<file path="src/rtl/sramwo_arb_pkg.sv">
// Shared types and the round-robin search helper for the write-only SRAM arbiter.
package sramwo_arb_pkg;

  localparam int MAX_REQ = 8;
  localparam int IDX_W   = 3;

  typedef enum logic [1:0] {
    IDLE  = 2'd0,
    WRITE = 2'd1,
    CLEAR = 2'd2
  } t_arb_state;

  // Searches last+1, last+2, ... modulo n; the last grantee is checked last.
  function automatic logic [IDX_W-1:0] rr_next(input logic [MAX_REQ-1:0] req,
                                               input logic [IDX_W-1:0]   last,
                                               input int                 n);
    logic [IDX_W-1:0] idx;
    int cand;
    idx = last;
    for (int off = n; off >= 1; off--) begin
      cand = (int'(last) + off) % n;
      if (req[cand[IDX_W-1:0]]) idx = cand[IDX_W-1:0];
    end
    return idx;
  endfunction

endpackage

</file>
<file path="src/rtl/sramwo_arb_rr_pick.sv">
// Combinational round-robin selector: one-hot grant, grant index and valid flag.
module rr_pick
  import sramwo_arb_pkg::*;
#(
  parameter int N_REQ = 2
) (
  input  logic [N_REQ-1:0] req,
  input  logic [IDX_W-1:0] last,
  output logic [N_REQ-1:0] grant,
  output logic [IDX_W-1:0] idx,
  output logic             valid
);

  logic [MAX_REQ-1:0] req_ext;

  always_comb begin
    req_ext              = '0;
    req_ext[N_REQ-1:0]   = req;
    valid                = |req;
    idx                  = rr_next(req_ext, last, N_REQ);
    grant                = '0;
    for (int k = 0; k < N_REQ; k++) begin
      grant[k] = valid && (idx == IDX_W'(k));
    end
  end

endmodule

</file>
<file path="src/rtl/sramwo_arb.sv">
// Round-robin write arbiter/sequencer for a write-only SRAM port.
// Optional whole-memory clear sweep is built when SRAMWO_ARB_CLEAR_EN is defined.
module sramwo_arb
  import sramwo_arb_pkg::*;
#(
  parameter int N_REQ  = 2,
  parameter int ADDR_W = 6,
  parameter int DATA_W = 32
`ifdef SRAMWO_ARB_CLEAR_EN
  ,
  parameter logic [DATA_W-1:0] CLEAR_VALUE = '0
`endif
) (
  input  logic                      clk_i,
  input  logic                      rst_i,
  // Handshake: req_i[k] is a level held with its addr/data until ack_o[k];
  // ack_o[k] pulses in the same cycle as mem_wr_o for that port's write.
  input  logic [N_REQ-1:0]          req_i,
  input  logic [N_REQ*ADDR_W-1:0]   req_addr_i,
  input  logic [N_REQ*DATA_W-1:0]   req_data_i,
  output logic [N_REQ-1:0]          ack_o,
  output logic [ADDR_W-1:0]         mem_addr_o,
  output logic [DATA_W-1:0]         mem_data_o,
  output logic                      mem_wr_o
`ifdef SRAMWO_ARB_CLEAR_EN
  ,
  input  logic                      clear_start_i,
  output logic                      clear_busy_o,
  output logic                      clear_done_o
`endif
);

  t_arb_state        state_q, state_d;
  logic [N_REQ-1:0]  ack_q, ack_d;
  logic [ADDR_W-1:0] addr_q, addr_d;
  logic [DATA_W-1:0] data_q, data_d;
  logic              wr_q, wr_d;
  logic [IDX_W-1:0]  last_q, last_d;

  logic [N_REQ-1:0]  pick_grant;
  logic [IDX_W-1:0]  pick_idx;
  logic              pick_valid;
  logic [ADDR_W-1:0] sel_addr;
  logic [DATA_W-1:0] sel_data;

`ifdef SRAMWO_ARB_CLEAR_EN
  logic              pend_q, pend_d;
  logic [ADDR_W-1:0] cnt_q, cnt_d;
  logic              busy_q, busy_d;
  logic              done_q, done_d;
  logic              start_pend;

  assign start_pend = pend_q | clear_start_i;
`endif

  rr_pick #(.N_REQ(N_REQ)) u_rr_pick (
    .req   (req_i),
    .last  (last_q),
    .grant (pick_grant),
    .idx   (pick_idx),
    .valid (pick_valid)
  );

  always_comb begin
    sel_addr = '0;
    sel_data = '0;
    for (int k = 0; k < N_REQ; k++) begin
      if (pick_grant[k]) begin
        sel_addr = req_addr_i[k*ADDR_W +: ADDR_W];
        sel_data = req_data_i[k*DATA_W +: DATA_W];
      end
    end
  end

  always_comb begin
    state_d = state_q;
    ack_d   = '0;
    wr_d    = 1'b0;
    addr_d  = addr_q;
    data_d  = data_q;
    last_d  = last_q;
`ifdef SRAMWO_ARB_CLEAR_EN
    pend_d  = start_pend;
    cnt_d   = cnt_q;
    busy_d  = 1'b0;
    done_d  = 1'b0;
`endif
    case (state_q)
      IDLE: begin
`ifdef SRAMWO_ARB_CLEAR_EN
        if (start_pend) begin
          state_d = CLEAR;
          pend_d  = 1'b0;
          cnt_d   = '0;
          addr_d  = '0;
          data_d  = CLEAR_VALUE;
          wr_d    = 1'b1;
          busy_d  = 1'b1;
        end else
`endif
        if (pick_valid) begin
          state_d = WRITE;
          wr_d    = 1'b1;
          ack_d   = pick_grant;
          addr_d  = sel_addr;
          data_d  = sel_data;
          last_d  = pick_idx;
        end
      end
      WRITE: begin
        state_d = IDLE;
`ifdef SRAMWO_ARB_CLEAR_EN
        // A start seen up to the end of the write cycle goes straight to the sweep.
        if (start_pend) begin
          state_d = CLEAR;
          pend_d  = 1'b0;
          cnt_d   = '0;
          addr_d  = '0;
          data_d  = CLEAR_VALUE;
          wr_d    = 1'b1;
          busy_d  = 1'b1;
        end
`endif
      end
`ifdef SRAMWO_ARB_CLEAR_EN
      CLEAR: begin
        pend_d = 1'b0;
        if (cnt_q == '1) begin
          state_d = IDLE;
          cnt_d   = '0;
          done_d  = 1'b1;
        end else begin
          cnt_d  = cnt_q + 1'b1;
          addr_d = cnt_q + 1'b1;
          data_d = CLEAR_VALUE;
          wr_d   = 1'b1;
          busy_d = 1'b1;
        end
      end
`endif
      default: state_d = IDLE;
    endcase
  end

  always_ff @(posedge clk_i) begin
    if (rst_i) begin
      state_q <= IDLE;
      ack_q   <= '0;
      addr_q  <= '0;
      data_q  <= '0;
      wr_q    <= 1'b0;
      last_q  <= IDX_W'(N_REQ - 1);
`ifdef SRAMWO_ARB_CLEAR_EN
      pend_q  <= 1'b0;
      cnt_q   <= '0;
      busy_q  <= 1'b0;
      done_q  <= 1'b0;
`endif
    end else begin
      state_q <= state_d;
      ack_q   <= ack_d;
      addr_q  <= addr_d;
      data_q  <= data_d;
      wr_q    <= wr_d;
      last_q  <= last_d;
`ifdef SRAMWO_ARB_CLEAR_EN
      pend_q  <= pend_d;
      cnt_q   <= cnt_d;
      busy_q  <= busy_d;
      done_q  <= done_d;
`endif
    end
  end

  assign ack_o      = ack_q;
  assign mem_addr_o = addr_q;
  assign mem_data_o = data_q;
  assign mem_wr_o   = wr_q;
`ifdef SRAMWO_ARB_CLEAR_EN
  assign clear_busy_o = busy_q;
  assign clear_done_o = done_q;
`endif

endmodule

</file>
<file path="config.mk">
export PLATFORM = sky130hd
export DESIGN_NAME = sramwo_arb
export DESIGN_NICKNAME = d
export VERILOG_FILES = /design/src/rtl/sramwo_arb_pkg.sv /design/src/rtl/sramwo_arb_rr_pick.sv /design/src/rtl/sramwo_arb.sv
export SDC_FILE = /design/constraint.sdc
export NUM_CORES = 1
export LEC_CHECK = 0
export CORE_MARGIN = 2
export CORE_UTILIZATION = 39
export CTS_BUF_LIST = sky130_fd_sc_hd__clkbuf_2 sky130_fd_sc_hd__clkbuf_4 sky130_fd_sc_hd__clkbuf_8
export DETAILED_ROUTE_END_ITERATION = 8
export MAX_ROUTING_LAYER = met4
export PLACE_DENSITY = 0.87
export REMOVE_ABC_BUFFERS = 1
export SLEW_MARGIN = 20
export SYNTH_ARGS = -nofsm -noshare
export SYNTH_HDL_FRONTEND = slang
export SYNTH_SLANG_ARGS = --single-unit
</file>
<file path="constraint.sdc">
create_clock -name clk_i -period 2.4 [get_ports clk_i]
set_input_delay 0.72 -clock clk_i [delete_from_list [all_inputs] [get_ports clk_i]]
set_output_delay 0.72 -clock clk_i [all_outputs]
set_load 0.01 [all_outputs]
</file>
# --- Yosys cells after proc, flatten, opt, wreduce, memory -nomap -nowiden ---
# Index checks and enable logic that the tools add are counted.
totals:
  word_cells: 34
  out_inout_bits: 41
  register_bits: 45
  in_bits: 80
op_classes:
  reduce_logical: 8
  mux: 11
  eq_ne: 1
  bitwise_logic: 4
  n_addsub: 2
  order_cmp: 2
op_table:
  columns: ["operator", "n"]
  rows:
  - ["32-bit 2-to-1 mux", 2]
  - ["6-bit 2-to-1 mux", 2]
  - ["3-bit by 4-bit less-than comparator with 1-bit output, second input constant", 2]
  - ["3-bit 2-to-1 mux", 2]
  - ["1-bit binary-select mux with 2-bit select", 2]
  - ["2-bit OR reduction", 2]
  - ["3-bit by 1-bit equality test with 1-bit output, second input constant", 1]
  - ["3-bit zero test", 1]
  - ["1-bit 2-to-1 mux", 3]
  - ["3-bit OR reduction", 1]
  - ["1-bit adder, second input constant", 2]
  - ["1-bit bitwise AND, first input constant", 2]
  - ["1-bit logical AND", 2]
  - ["2-bit zero test", 1]
  - ["1-bit NOT", 2]
  - ["2-bit AND reduction", 1]

# --- Depth between registers and ports, before layout ---
# Gate-level depths: netlist (run 1).
logic_depth:
  word_depth: 10
  depth_mapped: 5

# --- Cells and area by module ---
# A second synthesis (run 1) with hierarchy kept.
hier_totals:
  cells_unflattened: 208
  hier_area_um2: 2079.5
by_module_without_submodules:
  columns: ["mod", "n_inst", "area_per_inst_um2", "cells_each"]
  rows:
  - ["sramwo_arb", 1, 2020.7, 198]
  - ["rr_pick", 1, 58.8, 10]

# --- Worst setup path after synthesis (run 1) ---
# OpenSTA, ideal clock, no wires.
synth_path:
  path_type: "input-to-reg"
  startpoint: "input req_i[0]"
  endpoint: "register data_q[10], in the netlist mem_data_o[10]"
  arrival_time_ns: 1.446
  setup_ns: 0.132
  t_required_ns: 2.268
  stages: 5
  path_slack_ns: 0.822
  path_buffers: 2
  path_cell_list: "and2_1 -> buf_6 -> buf_6 -> o32ai_1 -> nor3_1"
synth_via:
  elab_chain_cells: 8
  word_cells_on_any_way: 14
  cone_classes: "eq/ne: 1; mux: 8; reduce/logical: 5"
synth_rtl:
  columns: ["item", "line", "source"]
  rows:
  - ["start, declared", "sramwo_arb.sv:18", "input logic [N_REQ-1:0] req_i,"]
  - ["1-bit binary-select mux with 2-bit select", "sramwo_arb_pkg.sv:22", "if (req[cand[IDX_W-1:0]]) idx = cand[IDX_W-1:0];"]
  - ["1-bit 2-to-1 mux (not written as such)", "sramwo_arb_pkg.sv:22", null]
  - ["3-bit 2-to-1 mux (2 in a row)", "sramwo_arb_pkg.sv:22", null]
  - ["3-bit zero test", "sramwo_arb_rr_pick.sv:23", "grant[k] = valid && (idx == IDX_W'(k));"]
  - ["1-bit logical AND", "sramwo_arb_rr_pick.sv:23", null]
  - ["32-bit 2-to-1 mux (2 in a row)", "sramwo_arb.sv:68", "if (pick_grant[k]) begin"]
  - ["end signal, assigned", "sramwo_arb.sv:163", "data_q <= data_d;"]
  - ["end, declared", "sramwo_arb.sv:36", "logic [DATA_W-1:0] data_q, data_d;"]
# Parallel ways exist; a longest one is shown, timed or not. The select of a mux whose other input is x is not followed.
# A chain may end at the register's enable or synchronous reset.

# --- Worst setup path after layout (run 1) ---
layout_path:
  startpoint: "register addr_q[0], in the netlist mem_addr_o[0]"
  endpoint: "output mem_addr_o[0]"
layout_rtl:
  columns: ["item", "line", "source"]
  rows:
  - ["start, declared", "sramwo_arb.sv:35", "logic [ADDR_W-1:0] addr_q, addr_d;"]
  - ["start signal, assigned", "sramwo_arb.sv:162", "addr_q <= addr_d;"]
  - ["end, declared", "sramwo_arb.sv:22", "output logic [ADDR_W-1:0] mem_addr_o,"]
# No word-level cell between the ends.

==> flow_summary.ini, run 1 <==
[critical_path]
worst_path_max_delay_cell = clkdlybuf4s50_1
cp-endpoint = mem_addr_o[0]
reg2reg_depth = 4
end_kind = output pin
reg2reg_slack_ns = 1.15
critPathKind = reg2out
timing.rr.end = mem_data_o[29]
crit_required_ns = 1.68
cpPeakStageDelay_ns = 0.54
crit_path_start_kind = flop
crit_path_start = mem_addr_o[0]
path_depth = 1
r2r_start = state_q[0]
crit_buf_inv = 1
critPathTopFamily = buffers and inverters
critPathMaxFanout = 2
cp.arrival_ns = 1.19
crit_chain = clkdlybuf4s50_1

[final_layout]
drive_above_1_share_pct = 6.54
antenna_cells = 0
final_nets = 386
syn_to_final_growth_pct = 73.8

[power_and_ir_drop]
powerDensity_mw_per_mm2 = 587
finalPower_w = 0.00182
p_leak_nw = 1.07
netSwitchingPower_w = 0.000486
p_clk_share_pct = 24.9
p_comb_share_pct = 30.0
seq_power_share_pct = 45.2
swShare_pct = 26.6
peakVddDrop_mv = 0.376
internal_power_w = 0.00134

[sta]
maxSlewViolCount = 0
hold_viol = 0
holdWs_ns = 0.521
max_freq_ghz = 0.525
relSlewSlack_pct = 77.4
rsz0062_at_grt = false
setup_viol = 0
min_period_over_period_pct = 79.4
final.setup.tns_ns = 0
worst_pin_slew_ns = 0.339
finalCriticalPeriod_ns = 1.91
finalClockSkew_ns = 0.00496

[die]
dieWidth_um = 71.7
pin_count = 121
std_cell_rows = 24
start_util_pct = 40.8
die_y_um = 71.7
dieArea_mm2 = 0.00514
fp.coreArea_mm2 = 0.00438

[yosys]
yosysTopAreaCellShare_pct = 48.1
syn_area_mm2 = 0.00179
synth.cells.most_frequent = nor3_1 (78), dfxtp_1 (43), o32ai_1 (38), clkbuf_1 (13), buf_4 (7)
synth_top_cell_by_area = dfxtp_1
synth.area.top_cells = dfxtp_1 (48%), nor3_1 (22%), o32ai_1 (19%), buf_4 (2.9%), clkbuf_1 (2.7%)
yosysSeqAreaShare_pct = 48.1
async_flop_share_pct = 0
ys_types = 13
netlist_instances = 194
synth-edff-count = 0
synth_seq_cells = 43
yosysMostFrequentCell = nor3_1
syn_area_per_cell_um2 = 9.22
yosys_most_used_dff = dfxtp_1
yosys_warnings = 0

[clock_network]
ctsResizeCount = 0
clock_latency_ns = 0.29
cts_tree = yes
clockBufferDepth = 2
holdBufCountCts = 0
cts.clk_slew.worst_paths_ns = 0.08
cts_setup_buffers = 0
cts_sinks = 43
cts.htree.levels = 2
cts_buffers = 5
root_buffer = clkbuf_8

[run]
cap_violations = 0

[worst_hold_path]
hold_path_depth = 2
hold_class = reg2reg
worstHoldStart = mem_data_o[31]

[global_route]
grt_pass1_wl_mm = 9.23
grt_pass1_vias = 1963
grt_max_degree = 44
grtUsageTotal_pct = 23.2
grt-ovfl-total = 0
antenna_found_initial = 0

[placed_design]
port_buffers = 120
dp_hpwl_mm = 3.97
routabilityCongestion = 0.817

[outcome]
outcome = completed

[drt]
dr.pass1.iters = 4
drt_iter0_markers = 88
drc_errors = 0
wl_per_cell_um = 16.3
num_vias = 2033
ant_nets = 0
wirelength_mm = 5.85
viasPerCell = 5.68
area by class of cell:
cell class | count | area, um2
clock inverter | 1 | 5.00
sequential | 43 | 861
timing repair buffer | 131 | 1310
multi-input combinational | 125 | 786
tap | 52 | 65.1
fill | 374 | 1280
clock buffer | 6 | 82.6
cell families (layout without fill, tap and decap cells):
family | Yosys count | after routing | synth area share, %
flops | 43 | 43 | 48.1
simple gates | 85 | 85 | 24.1
buf+inv | 26 | 138 | 8.05
compound gates | 40 | 40 | 19.7
metal layers:
layer | vias up | global-route usage, % | wire (um)
met1 | 953 | 28.5 | 2520
met2 | 88 | 37.9 | 2770
met3 | 10 | 5.20 | 452
met4 | 0 | 7.55 | 103
met5 | - | - | 0
li1 | 982 | - | -
how the worst min path moves through the flow:
stage | endpoint | slack [ns]
2_1_floorplan | last_q[0] | 0.47
3_3_place_gp | mem_data_o[15] | 0.50
3_5_place_dp | mem_addr_o[1] | 0.51
4_1_cts | mem_data_o[31] | 0.52
5_1_grt | mem_data_o[31] | 0.53
6_report | mem_data_o[31] | 0.52
power groups by stage:
| stage | Combinational, W | Clock, W | Sequential, W |
|---|---|---|---|
| after CTS | 0.000550 | 0.000463 | 0.000823 |
| after global placement | 0.000541 | 0 | 0.000836 |
| after floorplan | 0.000167 | 0 | 0.000868 |
| final | 0.000547 | 0.000453 | 0.000823 |
| after global routing | 0.000585 | 0.000497 | 0.000831 |
| after detailed placement | 0.000546 | 0 | 0.000839 |
per-stage QoR:
stage | cell area (um2) | worst slack (ns) | util, % | cells
floorplan | 1640 | 0.0711 | - | 168
global placement | 3020 | 0.347 | 68.9 | 351
detailed placement | 3020 | 0.257 | 68.9 | 351
CTS | 3110 | 0.485 | 70.9 | 358
global route | 3110 | 0.455 | 70.9 | 358
finish | 3110 | 0.494 | 70.9 | 358
placed cells by master, fill, tap and decap left out:
master / n
clkdlybuf4s50_1: 120
a211o_1: 1
nor2b_2: 1
clkinv_2: 1
and2_1: 1
nor2_1: 1
buf_4: 9
nor2b_1: 2
clkbuf_8: 6
buf_12: 2
dfxtp_1: 43
nor3_1: 78
nand2b_1: 2
o32ai_1: 38
o21ba_2: 1
worst min-delay path: stages (launching register included):
cell and delay, ns:
dfxtp_1 0.31, o32ai_1 0.10, nor3_1 0.06
registers in the layout, summed over array words and instances, names as in the netlist:
name / cells
mem_data_o: 32
mem_addr_o: 6
last_q: 1
state_q: 1
ack_o: 2
mem_wr_o: 1
No activity file was read; power rests on OpenSTA's default activity.
==> run 2, diff against run 1 <==
CORE_UTILIZATION = 36   (was 39)
PLACE_DENSITY = 0.81   (was 0.87)
clock period = 1.8 ns   (was 2.4 ns; I/O delays follow)
==> flow_summary.ini, run 2 (same netlist as run 1, synthesis figures left out) <==
[outcome]
outcome = completed

[power_and_ir_drop]
powerDensity_mw_per_mm2 = 790
seq_power_share_pct = 43.6
netSwitchingPower_w = 0.000653
peakVddDrop_mv = 0.443
swShare_pct = 26.0
p_clk_share_pct = 26.7
p_comb_share_pct = 29.6
p_leak_nw = 1.10
internal_power_w = 0.00186

[critical_path]
crit_required_ns = 1.26
reg2reg_slack_ns = 0.56
critPathTopFamily = buffers and inverters
cpPeakStageDelay_ns = 0.57
reg2reg_depth = 4
cp.arrival_ns = 1.19
timing.rr.end = mem_data_o[9]
crit_buf_inv = 1
crit_path_start_kind = flop
end_kind = output pin
critPathMaxFanout = 2
r2r_start = last_q[0]
worst_path_max_delay_cell = clkdlybuf4s50_1
crit_chain = clkdlybuf4s50_1
critPathKind = reg2out

[global_route]
grt-ovfl-total = 0
grtUsageTotal_pct = 21.3
grt_pass1_vias = 1948
grt_max_degree = 44
antenna_found_initial = 0
grt_pass1_wl_mm = 8.91

[sta]
rsz0062_at_grt = false
finalClockSkew_ns = 0.00711
finalCriticalPeriod_ns = 1.73
setup_viol = 0
setup_slack_ns = 0.0713
hold_viol = 0
max_freq_ghz = 0.578
relSlewSlack_pct = 81.9
maxSlewViolCount = 0
holdWs_ns = 0.518
worst_pin_slew_ns = 0.271
min_period_over_period_pct = 96.0
final.setup.tns_ns = 0

[clock_network]
cts_setup_buffers = 0
ctsResizeCount = 0
cts_buffers = 5
clock_latency_ns = 0.28
cts_sinks = 43
cts.htree.levels = 2
cts.clk_slew.worst_paths_ns = 0.08
holdBufCountCts = 0
clockBufferDepth = 2
root_buffer = clkbuf_8
cts_tree = yes

[placed_design]
routabilityCongestion = 0.778
place_ws_ns = -0.147
dp_hpwl_mm = 4.03
port_buffers = 120

[worst_hold_path]
hold_path_depth = 2
hold_path_end = mem_data_o[18]
hold_class = reg2reg
worstHoldStart = mem_data_o[18]

[final_layout]
syn_to_final_growth_pct = 78.0
final_common_cell = clkdlybuf4s50_1
utilization_pct = 66.9
drive_above_1_share_pct = 7.44
final_cell_mix = clkdlybuf4s50_1 (120), nor3_1 (78), dfxtp_1 (43), o32ai_1 (38), buf_4 (9)
final_nets = 388
register_area_um2 = 861
fill_cells = 438
multi_input_area_um2 = 786
largest_reg_flops = 32
antenna_cells = 0

[drt]
wl_per_cell_um = 15.4
drt_iter0_markers = 144
viasPerCell = 5.48
drc_errors = 0
ant_nets = 0
num_vias = 2062
wirelength_mm = 5.81
dr.pass1.iters = 4

[die]
std_cell_rows = 25
fp.coreArea_mm2 = 0.00475
dieArea_mm2 = 0.00555
die_y_um = 74.5
dieWidth_um = 74.5
pin_count = 121
start_util_pct = 37.6

[run]
cap_violations = 0
-- run 2: cell count changes in the layout (fill, tap and decap cells not counted) --
cell,previous run,this run
buf_12,2,4
clkbuf_4,0,1
clkbuf_8,6,7
clkinv_2,1,0
-- run 2: how the worst max path moves through the flow --
stage	from	endpoint	slack [ns]	cells after the start
global placement	req_i[0]	mem_data_o[15]	-0.06	5
finish	mem_data_o[7]	mem_data_o[7]	0.07	1
global route	mem_data_o[22]	mem_data_o[22]	0.02	1
floorplan	req_i[1]	mem_addr_o[0]	-0.35	3
detailed placement	req_i[0]	mem_data_o[28]	-0.15	5
CTS	mem_data_o[22]	mem_data_o[22]	0.06	1
-- run 2: power groups by stage --
stage	Combinational [W]	Sequential, W	Clock, W
CTS	0.000749	0.00110	0.000694
finish	0.000745	0.00110	0.000672
global route	0.000796	0.00111	0.000722
floorplan	0.000222	0.00116	0
global placement	0.000740	0.00111	0
detailed placement	0.000746	0.00112	0
-- run 2: through the flow --
stage	cell area, um2	power (W)	cells
global placement	3080	0.00185	368
detailed placement	3080	0.00187	368
finish	3180	0.00251	376
global route	3180	0.00263	376
CTS	3180	0.00254	376
floorplan	1640	0.00138	168
-- run 2: cell type report --
class,count,area share (%)
repair buffers,133,42.4
flip-flops and latches,43,27.0
multi-input cells,125,24.7
clock buffers,8,3.26
well taps,67,2.63
-- run 2: per-layer routing --
metal	track usage (%)	wire length, um
met1	24.6	2460
met2	37.2	2830
met3	4.20	440
met4	6.35	75
met5	-	0
==> run 3, diff against run 2 <==
CTS_CLUSTER_SIZE = 16   (was default)
==> results of run 3 <==
Same layout as run 2: the final DEF is identical, and so are final timing and power.
